File: src/rtl/lc3_mem_arbiter.sv
// lc3_mem_arbiter: two-port round-robin arbiter and access sequencer for the
// LC-3 single-port data memory. Port 0 is the CPU, port 1 the debug/loader.
// Each access runs IDLE (grant, load MAR/MDR) -> ACCESS (memory cycle) ->
// RESP (ack pulse), so a back-to-back stream gives one access every 3 cycles.
module lc3_mem_arbiter #(
    parameter int DEPTH = 256,
    parameter int AW    = 8
) (
    input  logic        clk,
    input  logic        reset,
    input  logic        req0,
    input  logic        we0,
    input  logic [15:0] addr0,
    input  logic [15:0] wdata0,
    output logic        ack0,
    output logic [15:0] rdata0,
    input  logic        req1,
    input  logic        we1,
    input  logic [15:0] addr1,
    input  logic [15:0] wdata1,
    output logic        ack1,
    output logic [15:0] rdata1,
    output logic        busy,
    output logic        owner
);

    typedef enum logic [1:0] {IDLE, ACCESS, RESP} state_t;

    state_t        state;
    logic [AW-1:0] mar;
    logic [15:0]   mdr;
    logic          wflag;
    logic          grant;
    logic [15:0]   mem [DEPTH];

    // Upper address bits are deliberately dropped so addresses wrap modulo DEPTH.
    logic unused_addr_hi;
    assign unused_addr_hi = ^{addr0[15:AW], addr1[15:AW]};

    // Round-robin pick: a lone requester wins; on a tie the non-owner wins.
    always_comb begin
        grant = 1'b0;
        if (req0 && req1)
            grant = ~owner;
        else if (req1)
            grant = 1'b1;
    end

    // Access sequencer: grant/latch in IDLE, memory cycle in ACCESS, ack in RESP.
    always_ff @(posedge clk or posedge reset) begin
        if (reset) begin
            state <= IDLE;
            ack0  <= 1'b0;
            ack1  <= 1'b0;
            owner <= 1'b1;
            mar   <= '0;
            mdr   <= '0;
            wflag <= 1'b0;
        end else begin
            case (state)
                IDLE: begin
                    ack0 <= 1'b0;
                    ack1 <= 1'b0;
                    if (req0 || req1) begin
                        owner <= grant;
                        mar   <= grant ? addr1[AW-1:0] : addr0[AW-1:0];
                        mdr   <= grant ? wdata1 : wdata0;
                        wflag <= grant ? we1 : we0;
                        state <= ACCESS;
                    end
                end
                ACCESS: begin
                    // On a write MDR keeps the written data, which becomes rdata.
                    if (!wflag)
                        mdr <= mem[mar];
                    ack0  <= ~owner;
                    ack1  <= owner;
                    state <= RESP;
                end
                RESP: begin
                    ack0  <= 1'b0;
                    ack1  <= 1'b0;
                    state <= IDLE;
                end
                default: begin
                    ack0  <= 1'b0;
                    ack1  <= 1'b0;
                    state <= IDLE;
                end
            endcase
        end
    end

    // Memory array write port; reset forces IDLE asynchronously, which cancels
    // a write whose ACCESS cycle is interrupted. Contents are never cleared.
    always_ff @(posedge clk) begin
        if (state == ACCESS && wflag)
            mem[mar] <= mdr;
    end

    assign rdata0 = mdr;
    assign rdata1 = mdr;
    assign busy   = (state != IDLE);

endmodule
File: config.mk
export PLATFORM = sky130hd
export DESIGN_NAME = lc3_mem_arbiter
export DESIGN_NICKNAME = d
export VERILOG_FILES = /design/src/rtl/lc3_mem_arbiter.sv
export SDC_FILE = /design/constraint.sdc
export NUM_CORES = 2
export LEC_CHECK = 0
export ABC_AREA = 1
export CAP_MARGIN = 20
export CORE_MARGIN = 2
export CORE_UTILIZATION = 38
export CTS_CLUSTER_SIZE = 30
export DETAILED_ROUTE_END_ITERATION = 8
export PLACE_DENSITY_LB_ADDON = 0.12
export SLEW_MARGIN = 20
export SYNTH_ARGS = -nofsm -noshare
export SYNTH_HDL_FRONTEND = slang
export SYNTH_SLANG_ARGS = --single-unit
File: constraint.sdc
create_clock -name clk -period 4.98 [get_ports clk]
set_input_delay 0.498 -clock clk [delete_from_list [all_inputs] [get_ports clk]]
set_output_delay 0.498 -clock clk [all_outputs]
set_load 0.01 [all_outputs]
; ---- Yosys cells after proc, flatten, opt, wreduce, memory -nomap -nowiden
; Memories as Yosys holds them, arrays and structs flattened.
; Cells that the tools add are included.
[op_classes]
n_reduce_logical = 8
n_mux = 14
eq_ne = 3
bitwise = 1
[ops]
columns = operator, count
row1 = $mux 16, 3
row2 = $pmux 16 s2, 1
row3 = $mux 8, 1
row4 = $mux 1, 7
row5 = $ne 2x2->1 const B, 2
row6 = $pmux 2 s2, 1
row7 = $reduce_bool 2->1, 2
row8 = $reduce_and 3->1, 1
row9 = $eq 2x1->1 const B, 1
row10 = $logic_and 1x1->1, 2
row11 = $logic_not 2->1, 1
row12 = $mux 2, 1
row13 = $reduce_and 2->1, 1
row14 = $logic_or 1x1->1, 1
row15 = $not 1->1, 1
[totals]
ram_bits = 4096
input_bits = 70
register_bits = 30
memories = 1
word_cells = 34
output_inout_bits = 36
[memory_table]
columns = name, depth, word_bits, read_ports, rd_ports_with_merged_regs, wr, line_no
row1 = mem, 256, 16, 1, 0, 1, 34  ; logic [15:0] mem [DEPTH];

; ---- Logic depth before layout (Yosys ltp)
[logic_depth]
depth_word = 5
depth_mapped = 19
ltp_nobuf = 15

; ---- Least setup slack after synthesis
; OpenSTA, ideal clock, no wires.
[synth_timing]
path_kind = reg-to-output
start = register mdr[0], in the netlist rdata0[0]
end = output port rdata1[0]
stages_incl_launch_ff = 2
slack_ps = 771
arrival_ps = 3711
path_cell_list = dfrtp_1 buf_4
[synth_rtl]
columns = item, line_no
row1 = "start, declared", 31  ; logic [15:0] mdr;
row2 = "start signal, assigned", 67  ; mdr <= grant ? wdata1 : wdata0;
row3 = "start signal, assigned", 75  ; mdr <= mem[mar];
row4 = "end, declared", 22  ; output logic [15:0] rdata1,
; No word-level cell between the ends.

; ---- Final worst setup path
[layout_timing]
start = register mar[0]
end = register mdr[1], in the netlist rdata0[1]
[layout_via]
elab_chain_cells = 3
[layout_lines]
columns = item, line_no
row1 = "start, declared", 30  ; logic [AW-1:0] mar;
row2 = "start signal, assigned", 66  ; mar <= grant ? addr1[AW-1:0] : addr0[AW-1:0];
row3 = $mem_v2 256x16, --
row4 = $mux 16, 74  ; if (!wflag)
row5 = $pmux 16 s2, 60  ; case (state)
; Every way passes these cells. The select of a mux whose other input is x is not followed.
; A chain may end at the register's enable or synchronous reset.

==> flow_metrics.py <==
metrics = {
    "pwr": {
        "p_per_area_mw_per_mm2": 618,
        "clkPwrFrac": 0.279,
        "switching_share": 0.394,
        "pwr-share-seq": 0.380,
        "p_int_uw": 71400,
        "total_leakage_power_uw": 0.0724,
        "vdd_drop_max_mv": 0.497,
        "switchingPower_uw": 46400,
        "comb_power_share": 0.341,
    },
    "floorplan": {
        "start_util": 0.382,
        "placementRows": 242,
        "die_area_mm2": 0.442,
        "coreArea_mm2": 0.435,
        "die_h_um": 665,
        "fp.dieW_um": 665,
        "io_pins": 106,
    },
    "grt": {
        "gr-total-overflow": 0,
        "antenna_found_initial": 30,
        "grt_pass1_vias": 101000,
        "grt_pass1_wl_um": 752000,
        "grt_max_degree": 153,
        "track_usage": 0.235,
    },
    "detailed_routing": {
        "antenna_left": 0,
        "vias_per_cell": 5.08,
        "wl_per_cell_um": 25.1,
        "routed_wl_um": 533000,
        "vias": 108000,
        "drt_pass1_iterations": 5,
        "drt_iter0_markers": 10500,
        "drc": 0,
    },
    "layout": {
        "area_growth_pct": 14.9,
        "drive_above_1_share": 0.0811,
        "multiInputGateArea_mm2": 0.0388,
        "seqCellArea_mm2": 0.124,
        "final_cell_area_mm2": 0.191,
        "num-fill-cells": 40800,
        "nets": 15200,
    },
    "setup_path": {
        "critical_path_class": "flip-flop to flip-flop",
        "cpMostUsedCell": "nand2_1",
        "crit_arrival_ns": 5.07,
        "crit_path_start_kind": "flip-flop",
        "cp_max_fo": 73,
        "critPathTopFamily": "simple AND/OR/NAND/NOR gates",
        "slowest_delay_ns": 0.77,
        "crit_chain": "inv_8 > buf_12 > nand2_1 > nand2_1 > nand2_1 > nand2_1 > nand2_1 > nand2_1 > nor2_1 > nor2_1 > nor2_1 > nand2_1 > nand2_1 > nand3_1 > o21bai_1 > nand2_1",
        "critPathSlowestCell": "dfrtp_4",
        "cp-end-kind": "flip-flop",
        "cp.required_ns": 5.84,
        "path_buf_inv": 2,
    },
    "synth": {
        "synth_area_per_cell_um2": 11.2,
        "yosysSeqAreaShare": 0.745,
        "synth.distinct_cells": 25,
        "synth_area_leader_cell": "edfxtp_1",
        "syn-cell-area_mm2": 0.166,
        "synth_top_cell_area_share": 0.741,
        "syn-instance-count": 14800,
        "synthesis.nets": 14800,
        "synth.area.top_cells": "edfxtp_1 (74%), nand2_1 (18%), nor2_1 (1.7%), buf_2 (1.0%), nand4_1 (1.0%)",
        "ys_seq_elements": 4126,
        "ys.warnings.count": 0,
    },
    "cts": {
        "root_buffer": "clkbuf_16",
        "cts_setup_buffers": 0,
        "clk_latency_ns": 0.99,
        "h-tree-depth": 5,
        "clkTransAtPathRegs_ns": 0.06,
        "clock_path_buffers": 4,
        "cts_sinks": 4126,
        "cts_made_buffers": 449,
        "cts_tree": "yes",
    },
    "sta": {
        "finalHoldViolations": 0,
        "worst_slew_pin_slew_ns": 1.36,
        "fin_crit_ns": 4.21,
        "rsz0062_at_grt": "no",
        "setup_viol": 0,
        "clock_skew_ns": 0.0794,
        "min_period_over_period": 0.845,
        "maxSlewViolCount": 0,
        "timing.hold.ws_ns": 0.146,
        "setup-tns-final_ns": 0,
        "clock.fmax_mhz": 238,
        "relSlewSlack": 0.0944,
    },
    "place": {
        "gp_congestion": 0.848,
        "detailed_place_hpwl_um": 306000,
        "place_area_mm2": 0.176,
        "numPortBuffers": 89,
    },
    "hold_path": {
        "holdCritPathClass": "input port to flip-flop",
    },
    "job": {
        "cap_violations": 0,
    },
    "status": {
        "status": "completed",
    },
}
power groups by stage:
stage                     logic, uW  clock network, uW  registers [uW]
after global routing          43600              34600           44800
after CTS                     40600              33300           44800
after floorplan               19400                  0           47700
after detailed placement      40500                  0           45500
final                         40200              32800           44800
after global placement        40400                  0           45500
final cells by class:
type                       instances  share of cell area
clock buffer                     556              0.0621
multi-input combinational       9811               0.203
antenna                           18            0.000236
inverter                          61             0.00136
timing repair buffer             676              0.0336
clock inverter                   264              0.0130
tap                             5734              0.0376
sequential                      4126               0.649
logic make-up after synthesis:
family,after synthesis,synth area share
and+or+nand+nor,9334,0.217
DFF,4126,0.745
buffers and inverters,834,0.0224
AOI/OAI and AO/OA,477,0.0151
through the flow:
stage / instances / total power [uW] / setup slack (ns) / util
detailed placement: 20400 / 86000 / 0.835 / 0.406
floorplan: 14800 / 67100 / 0.771 / -
global route: 21200 / 123000 / 0.622 / 0.439
finish: 21200 / 118000 / 0.770 / 0.439
global placement: 20400 / 85900 / 0.843 / 0.406
CTS: 21200 / 119000 / 0.805 / 0.439
cell usage in the layout, fill, tap and decap left out, types with 69 or more instances in the layout:
master | netlist | final
a21oi_1 | 164 | 163
buf_12 | 0 | 88
buf_4 | 32 | 498
clkbuf_1 | 312 | 95
clkbuf_16 | 0 | 457
clkdlybuf4s50_1 | 0 | 89
clkinv_1 | 4 | 124
clkinv_2 | 0 | 69
edfxtp_1 | 4096 | 4096
nand2_1 | 8029 | 8011
nand3_1 | 266 | 266
nand4_1 | 269 | 269
nor2_1 | 765 | 750
o21ai_0 | 79 | 79
o21ai_1 | 181 | 181
flip-flops by register name, indices dropped and copies added, names as in the netlist:
signal	cells
rdata0	16
owner	1
state	2
mar	8
ack0	1
wflag	1
mem	4096
ack1	1
final timing paths:
path,start,end,slack (ns),depth (start not counted)
worst min register to register,owner$_DFFE_PP1P_,ack1$_DFF_PP0_,0.51,2
worst min-delay path,addr1[6],mar[6]$_DFFE_PP0P_,0.15,3
worst max register to register,mar[0]$_DFFE_PP0P_,rdata0[1]$_DFFE_PP0P_,0.77,16
max in group asynchronous,reset,mar[0]$_DFFE_PP0P_,3.82,4
worst max-delay path,mar[0]$_DFFE_PP0P_,rdata0[1]$_DFFE_PP0P_,0.77,16
min in group asynchronous,reset,rdata0[7]$_DFFE_PP0P_,0.57,4
routing by layer:
metal | track usage | up-vias | wire length [um]
met5 | 0 | - | 0
met4 | 0.0754 | 0 | 18300
met3 | 0.0250 | 712 | 31400
met2 | 0.374 | 3156 | 245000
met1 | 0.339 | 53800 | 238000
li1 | - | 50300 | -
what timing repair did:
action                                 4_1_cts  5_1_grt
endpoints found under the hold margin       16        0
hold buffers                                 1        0
resized for setup                            0        0
Yosys cell counts:
master	count
nand2_1	8029
edfxtp_1	4096
nor2_1	765
buf_2	348
clkbuf_1	312
nand4_1	269
nand3_1	266
o21ai_1	181
a21oi_1	164
o21ai_0	79
buf_1	77
inv_1	54
a22oi_1	34
buf_4	32
dfrtp_1	29
o21bai_1	10
o22ai_1	9
buf_6	4
clkinv_1	4
inv_2	3
nor2_2	2
dfstp_2	1
nand2_2	1
nor2_4	1
nor3_1	1
worst min-delay path, cell delays in order:
cell             delay (ns)
clkdlybuf4s50_1        0.40
nor2_1                 0.11
o22ai_1                0.08
No activity file was read; power rests on OpenSTA's default activity.
